$ cat src/rtl/foc_adc_pkg.sv
// Shared types and helpers for the FOC ADC sample scheduler.
// State encoding, saturation limits and the 17-to-16-bit saturator.
package foc_adc_pkg;

    typedef enum logic [1:0] {
        S_IDLE = 2'd0,
        S_ARM  = 2'd1,
        S_WAIT = 2'd2,
        S_PROC = 2'd3
    } state_t;

    localparam logic signed [16:0] SAT_MAX = 17'sd32767;
    localparam logic signed [16:0] SAT_MIN = -17'sd32768;

    function automatic logic [15:0] sat16(input logic signed [16:0] d);
        if (d > SAT_MAX) begin
            return 16'h7fff;
        end else if (d < SAT_MIN) begin
            return 16'h8000;
        end else begin
            return d[15:0];
        end
    endfunction

endpackage

$ cat src/rtl/adc_offset_cal.sv
// One phase channel: calibration accumulator, zero-current offset
// register and saturated offset subtraction.
module adc_offset_cal
    import foc_adc_pkg::*;
#(
    parameter int CAL_LOG2 = 4
) (
    input  logic        clk,
    input  logic        rst_n,
    input  logic        clr,
    input  logic        acc_en,
    input  logic        acc_last,
    input  logic        run_en,
    input  logic [15:0] sample,
    output logic [15:0] cur
);

    localparam int AW = 16 + CAL_LOG2;

    logic signed [AW-1:0] acc;
    logic signed [AW-1:0] sum;
    logic signed [15:0]   off;
    logic signed [16:0]   diff;

    assign sum  = acc + {{CAL_LOG2{sample[15]}}, sample};
    assign diff = {sample[15], sample} - {off[15], off};

    // Accumulate calibration samples; restart after the last one or on recal.
    always_ff @(posedge clk or negedge rst_n) begin
        if (!rst_n) begin
            acc <= '0;
        end else if (clr) begin
            acc <= '0;
        end else if (acc_en) begin
            acc <= acc_last ? '0 : sum;
        end
    end

    // Offset is the arithmetic mean: the top 16 bits of the full sum.
    always_ff @(posedge clk or negedge rst_n) begin
        if (!rst_n) begin
            off <= '0;
        end else if (acc_en && acc_last) begin
            off <= sum[AW-1:CAL_LOG2];
        end
    end

    // Corrected current, held between run-mode conversions.
    always_ff @(posedge clk or negedge rst_n) begin
        if (!rst_n) begin
            cur <= '0;
        end else if (run_en) begin
            cur <= sat16(diff);
        end
    end

endmodule

$ cat src/rtl/adc_sample_sched.sv
// AD7606 conversion scheduler for the FOC current loop: decimated
// triggering, timeout supervision, offset calibration, run-mode output.
module adc_sample_sched
    import foc_adc_pkg::*;
#(
    parameter int DECIM    = 1,
    parameter int CAL_LOG2 = 4,
    parameter int TIMEOUT  = 500
) (
    input  logic        clk,
    input  logic        rst_n,
    input  logic        en,
    input  logic        recal,
    input  logic        clr_fault,
    input  logic        pwm_sync,
    input  logic        adc_done,
    input  logic [15:0] adc_ch1,
    input  logic [15:0] adc_ch2,
    input  logic [15:0] adc_ch3,
    output logic        adc_en,
    output logic        adc_start,
    output logic [15:0] ia,
    output logic [15:0] ib,
    output logic [15:0] ic,
    output logic        sample_valid,
    output logic        cal_done,
    output logic        fault_timeout,
    output logic        overrun
);

    localparam logic [7:0]  DEC_LAST = 8'(DECIM - 1);
    localparam logic [15:0] TMO_LAST = 16'(TIMEOUT - 1);
    localparam logic [7:0]  CAL_LAST = 8'((1 << CAL_LOG2) - 1);

    state_t      state, state_n;
    logic [7:0]  dec_cnt;
    logic [7:0]  cal_cnt;
    logic [15:0] tmo_cnt;
    logic        recal_pend;
    logic [15:0] smp1, smp2, smp3;
    logic        go, take, tmo_hit;
    logic        arm_clr, proc_cal, proc_run, cal_last;

    assign arm_clr  = en && (state == S_ARM) && recal_pend;
    assign proc_cal = (state == S_PROC) && !cal_done;
    assign proc_run = (state == S_PROC) && cal_done;
    assign cal_last = (cal_cnt == CAL_LAST);

    // State register.
    always_ff @(posedge clk or negedge rst_n) begin
        if (!rst_n) begin
            state <= S_IDLE;
        end else begin
            state <= state_n;
        end
    end

    // Next state and per-cycle strobes; dropping en abandons everything.
    always_comb begin
        state_n = state;
        go      = 1'b0;
        take    = 1'b0;
        tmo_hit = 1'b0;
        if (!en) begin
            state_n = S_IDLE;
        end else begin
            case (state)
                S_IDLE: state_n = S_ARM;
                S_ARM: begin
                    if (pwm_sync && dec_cnt == DEC_LAST) begin
                        go      = 1'b1;
                        state_n = S_WAIT;
                    end
                end
                S_WAIT: begin
                    if (adc_done) begin
                        take    = 1'b1;
                        state_n = S_PROC;
                    end else if (tmo_cnt == TMO_LAST) begin
                        tmo_hit = 1'b1;
                        state_n = S_ARM;
                    end
                end
                S_PROC:  state_n = S_ARM;
                default: state_n = S_IDLE;
            endcase
        end
    end

    // Conversion sequencing: enable, start pulse, decimation, timeout, latch.
    always_ff @(posedge clk or negedge rst_n) begin
        if (!rst_n) begin
            adc_en    <= 1'b0;
            adc_start <= 1'b0;
            dec_cnt   <= '0;
            tmo_cnt   <= '0;
            smp1      <= '0;
            smp2      <= '0;
            smp3      <= '0;
        end else begin
            adc_en    <= en;
            adc_start <= go;
            if (!en) begin
                dec_cnt <= '0;
            end else if (state == S_ARM && pwm_sync) begin
                dec_cnt <= go ? 8'd0 : dec_cnt + 8'd1;
            end
            if (go) begin
                tmo_cnt <= '0;
            end else if (state == S_WAIT) begin
                tmo_cnt <= tmo_cnt + 16'd1;
            end
            if (take) begin
                smp1 <= adc_ch1;
                smp2 <= adc_ch2;
                smp3 <= adc_ch3;
            end
        end
    end

    // Sticky flags and recal request; a set beats a same-cycle clear.
    always_ff @(posedge clk or negedge rst_n) begin
        if (!rst_n) begin
            fault_timeout <= 1'b0;
            overrun       <= 1'b0;
            recal_pend    <= 1'b0;
        end else begin
            if (tmo_hit) begin
                fault_timeout <= 1'b1;
            end else if (clr_fault) begin
                fault_timeout <= 1'b0;
            end
            if (en && state == S_WAIT && pwm_sync) begin
                overrun <= 1'b1;
            end else if (clr_fault) begin
                overrun <= 1'b0;
            end
            if (recal) begin
                recal_pend <= 1'b1;
            end else if (arm_clr) begin
                recal_pend <= 1'b0;
            end
        end
    end

    // Calibration progress and the run-mode output strobe.
    always_ff @(posedge clk or negedge rst_n) begin
        if (!rst_n) begin
            cal_done     <= 1'b0;
            cal_cnt      <= '0;
            sample_valid <= 1'b0;
        end else begin
            sample_valid <= proc_run;
            if (arm_clr) begin
                cal_done <= 1'b0;
                cal_cnt  <= '0;
            end else if (proc_cal) begin
                cal_done <= cal_last;
                cal_cnt  <= cal_last ? 8'd0 : cal_cnt + 8'd1;
            end
        end
    end

    adc_offset_cal #(.CAL_LOG2(CAL_LOG2)) u_cal_a (
        .clk(clk), .rst_n(rst_n), .clr(arm_clr), .acc_en(proc_cal),
        .acc_last(cal_last), .run_en(proc_run), .sample(smp1), .cur(ia)
    );

    adc_offset_cal #(.CAL_LOG2(CAL_LOG2)) u_cal_b (
        .clk(clk), .rst_n(rst_n), .clr(arm_clr), .acc_en(proc_cal),
        .acc_last(cal_last), .run_en(proc_run), .sample(smp2), .cur(ib)
    );

    adc_offset_cal #(.CAL_LOG2(CAL_LOG2)) u_cal_c (
        .clk(clk), .rst_n(rst_n), .clr(arm_clr), .acc_en(proc_cal),
        .acc_last(cal_last), .run_en(proc_run), .sample(smp3), .cur(ic)
    );

endmodule

$ cat config.mk
export PLATFORM = sky130hd
export DESIGN_NAME = adc_sample_sched
export DESIGN_NICKNAME = d
export VERILOG_FILES = /design/src/rtl/foc_adc_pkg.sv /design/src/rtl/adc_offset_cal.sv /design/src/rtl/adc_sample_sched.sv
export SDC_FILE = /design/constraint.sdc
export NUM_CORES = 1
export LEC_CHECK = 0
export CAP_MARGIN = 10
export CORE_MARGIN = 5
export CORE_UTILIZATION = 45
export CTS_CLUSTER_SIZE = 14
export DETAILED_ROUTE_END_ITERATION = 8
export SYNTH_ARGS = -nofsm -noshare
export SYNTH_HDL_FRONTEND = slang
export SYNTH_HIERARCHICAL = 1
export SYNTH_SLANG_ARGS = --single-unit
$ cat constraint.sdc
create_clock -name clk -period 2.78 [get_ports clk]
set_input_delay 0.556 -clock clk [delete_from_list [all_inputs] [get_ports clk]]
set_output_delay 0.556 -clock clk [all_outputs]
set_load 0.1 [all_outputs]
==> run_summary.xml <==
<?xml version="1.0" encoding="UTF-8"?>
<metrics>
  <group name="sta">
    <metric name="post-route-min-period" unit="ps">2630</metric>
    <metric name="final_min_period_over_clock_period" unit="%">94.4</metric>
    <metric name="setup-violations-final" unit="">0</metric>
    <metric name="relSlewSlack" unit="%">61.3</metric>
    <metric name="holdWs" unit="ps">481</metric>
    <metric name="final_hold_viol_count" unit="">0</metric>
    <metric name="fmaxAchievable" unit="MHz">381</metric>
    <metric name="timing.final.ws_setup" unit="ps">155</metric>
    <metric name="worst_pin_slew" unit="ps">580</metric>
    <metric name="timing.clock.skew" unit="ps">13.8</metric>
    <metric name="final-max-slew-violation-count" unit="">0</metric>
  </group>
  <group name="layout">
    <metric name="synthesis_to_layout_area_growth" unit="%">18.4</metric>
    <metric name="final_area" unit="mm²">0.0187</metric>
    <metric name="layout_top_registers" unit="">u_cal_a/acc (20), u_cal_b/acc (20), u_cal_c/acc (20)</metric>
    <metric name="number_of_antenna_repair_diodes" unit="">0</metric>
    <metric name="fin_nets" unit="">1910</metric>
    <metric name="drive_gt1_share" unit="%">18.0</metric>
    <metric name="final.fill_count" unit="">3132</metric>
  </group>
  <group name="logic_synthesis">
    <metric name="largest_family_of_logic_cells_by_synthesized_area" unit="">compound AO/OA/AOI/OAI gates</metric>
    <metric name="cell_area_after_synthesis" unit="mm²">0.0158</metric>
    <metric name="yosys_most_used_dff" unit="">sky130_fd_sc_hd__dfrtp_1</metric>
    <metric name="netlist_instances" unit="">1593</metric>
    <metric name="yosysUniqueCellTypes" unit="">97</metric>
    <metric name="async_reset_ff_share" unit="%">100</metric>
    <metric name="synthesis.yosys.warnings" unit="">6</metric>
    <metric name="post_synth.cell_area_avg" unit="µm²">9.91</metric>
    <metric name="synthAdderAreaFrac" unit="%">9.40</metric>
    <metric name="synth.top_cells.by_area" unit="">sky130_fd_sc_hd__dfrtp_1, sky130_fd_sc_hd__ha_1, sky130_fd_sc_hd__mux2_2</metric>
    <metric name="yosys.area_share.simple" unit="%">12.2</metric>
    <metric name="synth_edf_count" unit="">0</metric>
    <metric name="post_synth_mux_area_share" unit="%">6.79</metric>
    <metric name="synth_xor_area_share" unit="%">5.56</metric>
    <metric name="synth.largest_area_cell" unit="">sky130_fd_sc_hd__dfrtp_1</metric>
    <metric name="post_synthesis_net_count" unit="">1763</metric>
    <metric name="post_synthesis_compound_gate_area_fraction" unit="%">22.6</metric>
    <metric name="synth_sequential_area_ratio" unit="%">38.8</metric>
    <metric name="number_of_storage_elements_in_the_synthesis_netlist" unit="">245</metric>
    <metric name="synth.top_cell.area_share" unit="%">38.8</metric>
  </group>
  <group name="floorplan">
    <metric name="io_pins" unit="">109</metric>
    <metric name="floorplan.die.height" unit="µm">197</metric>
    <metric name="initial_utilization" unit="%">45.6</metric>
    <metric name="total_die_area" unit="mm²">0.0389</metric>
    <metric name="floorplan.rows" unit="">68</metric>
    <metric name="die_span_in_x" unit="µm">197</metric>
    <metric name="core_area" unit="mm²">0.0346</metric>
  </group>
  <group name="detailed_routing">
    <metric name="top_layer_used" unit="">met5</metric>
    <metric name="routed-wl-met2" unit="µm">17600</metric>
    <metric name="via_count" unit="">12300</metric>
    <metric name="routedLengthMet1" unit="µm">17700</metric>
    <metric name="first_pass_iters" unit="">5</metric>
    <metric name="iter_0_drt_violations" unit="">494</metric>
    <metric name="drtAntennaViolNets" unit="">0</metric>
    <metric name="viasPerCell" unit="">5.57</metric>
    <metric name="drt-wirelength-per-cell" unit="µm">16.9</metric>
    <metric name="wirelength" unit="µm">37500</metric>
    <metric name="detailroute.wirelength.met3" unit="µm">1340</metric>
    <metric name="remaining_drc_errors" unit="">0</metric>
  </group>
  <group name="place">
    <metric name="worst_setup_timing_slack_at_the_placement_stage" unit="ps">109</metric>
    <metric name="dp.final_hpwl" unit="µm">27600</metric>
    <metric name="buffer_ports.inserted" unit="">108</metric>
    <metric name="gp_congestion" unit="">0.837</metric>
    <metric name="place_area" unit="mm²">0.0175</metric>
  </group>
  <group name="worst_setup_path">
    <metric name="cell_by_cell_trace_of_the_critical_path" unit="">ha_1 &gt; fa_2 &gt; a211oi_2 &gt; o21ai_1 &gt; a2111oi_4 &gt; o31ai_1 &gt; a21oi_1 &gt; xnor2_1 &gt; mux2_2</metric>
    <metric name="critPathCaptureType" unit="">flip-flop</metric>
    <metric name="critical-path-max-stage-delay" unit="ps">400</metric>
    <metric name="critical_path_required" unit="ps">3230</metric>
    <metric name="arrival" unit="ps">3080</metric>
    <metric name="critical_path_peak_fanout" unit="">3</metric>
    <metric name="timing.critical_path.slowest_stage_cell" unit="">sky130_fd_sc_hd__dfrtp_1</metric>
    <metric name="r2r-start" unit="">smp1[0]$_DFFE_PN0P_</metric>
    <metric name="timing.critical_path.from_type" unit="">flip-flop</metric>
    <metric name="setup.worst_path.start" unit="">smp1[0]$_DFFE_PN0P_</metric>
    <metric name="worst-setup-path-type" unit="">flip-flop to flip-flop</metric>
  </group>
  <group name="clock_tree">
    <metric name="tritoncts" unit="">done</metric>
    <metric name="cts_root_buffer" unit="">sky130_fd_sc_hd__clkbuf_16</metric>
    <metric name="insertion_delay" unit="ps">570</metric>
    <metric name="cts.path.max_buffers" unit="">3</metric>
    <metric name="cts_inserted_buffers" unit="">30</metric>
    <metric name="clkSlewWorstSetupHoldPaths" unit="ps">60</metric>
    <metric name="count_of_h_tree_levels_built_during_cts" unit="">1</metric>
    <metric name="clock_sinks" unit="">245</metric>
  </group>
  <group name="grt">
    <metric name="initial_antenna_violation_count" unit="">1</metric>
    <metric name="grtUsageTotal" unit="%">19.1</metric>
    <metric name="grt_start_max_net_pins" unit="">69</metric>
    <metric name="first_pass_grt_wire_length" unit="µm">62400</metric>
    <metric name="via_count_of_the_first_global_routing_pass" unit="">12100</metric>
    <metric name="global_route.overflow_total" unit="">0</metric>
  </group>
  <group name="pwr">
    <metric name="power" unit="mW">15.8</metric>
    <metric name="ir_drop_worst_vdd" unit="V">0.000550</metric>
    <metric name="total_leakage_power" unit="nW">8.93</metric>
    <metric name="cellPowerDensity" unit="mW/mm²">846</metric>
  </group>
  <group name="run">
    <metric name="maxcap_viol_count" unit="">0</metric>
  </group>
  <group name="worst_hold_path">
    <metric name="min-delay-start" unit="">u_cal_c/cur[0]$_DFFE_PN0P_</metric>
    <metric name="min-delay-path-class" unit="">flip-flop to flip-flop</metric>
  </group>
  <group name="status">
    <metric name="outcome" unit="">finished clean</metric>
  </group>
</metrics>
-- cell families after synthesis --
kind of cell    count (synthesis)
mux                            89
fa+ha+maj                     115
simple gates                  393
buf+inv                       168
flops                         245
compound gates                486
xor+xnor                       97
-- final timing paths --
| check | slack (ps) | to | depth (start not counted) |
|---|---|---|---|
| max | 150 | u_cal_a/off[12]$_DFFE_PN0P_ | 9 |
| min | 480 | u_cal_c/cur[0]$_DFFE_PN0P_ | 2 |
| max reg2reg | 150 | u_cal_a/off[12]$_DFFE_PN0P_ | 9 |
| min reg2reg | 480 | u_cal_c/cur[0]$_DFFE_PN0P_ | 2 |
| max in group asynchronous | 1430 | u_cal_b/cur[1]$_DFFE_PN0P_ | 3 |
| min in group asynchronous | 540 | u_cal_a/cur[12]$_DFFE_PN0P_ | 2 |
-- what timing repair did --
item                                   CTS  global route
resized for setup                        0            12
setup endpoints to repair                0            32
hold buffers                             1             0
endpoints found under the hold margin   60             0
setup buffers                            0             3
-- stage by stage --
| step | setup TNS, ps | std cells | utilization (%) |
|---|---|---|---|
| 6_report | 0 | 2217 | 54.0 |
| 5_1_grt | -0.577 | 2217 | 54.0 |
| 4_1_cts | 0 | 2214 | 53.7 |
| 3_5_place_dp | 0 | 2159 | 50.7 |
| 3_3_place_gp | 0 | 2159 | 50.7 |
| 2_1_floorplan | 0 | 1593 | - |
-- cells in the mapped netlist (4+ instances only) --
cell	count
sky130_fd_sc_hd__o221ai_1	4
sky130_fd_sc_hd__and3_1	8
sky130_fd_sc_hd__or3_1	13
sky130_fd_sc_hd__o22ai_2	9
sky130_fd_sc_hd__xnor2_1	63
sky130_fd_sc_hd__o31ai_2	4
sky130_fd_sc_hd__a221o_1	4
sky130_fd_sc_hd__nand2b_1	25
sky130_fd_sc_hd__mux2_2	62
sky130_fd_sc_hd__o21ai_0	66
sky130_fd_sc_hd__mux2_4	20
sky130_fd_sc_hd__nor2_1	101
sky130_fd_sc_hd__dfrtp_1	245
sky130_fd_sc_hd__o21ai_1	13
sky130_fd_sc_hd__buf_6	6
sky130_fd_sc_hd__nand3_1	44
sky130_fd_sc_hd__a21oi_1	91
sky130_fd_sc_hd__ha_1	109
sky130_fd_sc_hd__o31ai_1	31
sky130_fd_sc_hd__and2_1	8
sky130_fd_sc_hd__nor4_1	9
sky130_fd_sc_hd__a32oi_1	4
sky130_fd_sc_hd__a22oi_1	5
sky130_fd_sc_hd__a31oi_1	37
sky130_fd_sc_hd__nand4_1	17
sky130_fd_sc_hd__fa_1	6
sky130_fd_sc_hd__a211oi_1	21
sky130_fd_sc_hd__mux2i_1	4
sky130_fd_sc_hd__a211o_1	10
sky130_fd_sc_hd__buf_4	6
sky130_fd_sc_hd__a211oi_2	4
sky130_fd_sc_hd__a21boi_0	4
sky130_fd_sc_hd__o21a_1	14
sky130_fd_sc_hd__nor3_1	22
sky130_fd_sc_hd__xor2_1	32
sky130_fd_sc_hd__buf_2	23
sky130_fd_sc_hd__inv_1	106
sky130_fd_sc_hd__a22o_1	43
sky130_fd_sc_hd__clkbuf_1	21
sky130_fd_sc_hd__a21o_1	39
sky130_fd_sc_hd__o211ai_1	17
sky130_fd_sc_hd__nand2_1	118
sky130_fd_sc_hd__o22ai_1	8
sky130_fd_sc_hd__o21bai_1	8
-- metal layers --
layer	track usage [%]	up-vias
met4	4.19	2
met3	2.95	47
li1	-	6141
met5	0	-
met2	31.7	201
met1	26.5	5955
-- critical path, delay by kind of cell, from the launching register on --
| family | cells | cell delay (ps) |
|---|---|---|
| compound gates | 5 | 1130 |
| flops | 1 | 400 |
| fa+ha+maj | 2 | 610 |
| xor+xnor | 1 | 100 |
| mux | 1 | 270 |
-- report_power, final --
group	internal [mW]	total, mW	switching (mW)
registers	4.03	4.53	0.500
logic	2.98	7.24	4.26
clock network	2.49	4.03	1.54
-- final cells by class --
cell class	count	area [µm²]	share of cell area, %
clock buffers	46	942	5.04
clock inverters	8	90.1	0.482
inverters	108	405	2.17
multi-input cells	1180	8990	48.1
flip-flops and latches	245	6130	32.8
well taps	455	569	3.05
repair buffers	175	1560	8.33
-- cells in the final DEF (no fill, tap or decap), drive strengths merged, types with 17 or more instances in the layout --
cell	count
ha	109
xnor2	63
clkbuf	46
o21ai	80
a211oi	25
o22ai	17
mux2	85
o31ai	35
nor2	101
nand3	45
nand2	118
a31oi	39
clkdlybuf4s50	53
buf	121
nor3	23
dfrtp	245
o211ai	17
xor2	32
nand2b	25
a22o	43
inv	107
nand4	17
a21o	39
a21oi	96
Power figures use the tool's default switching activity.
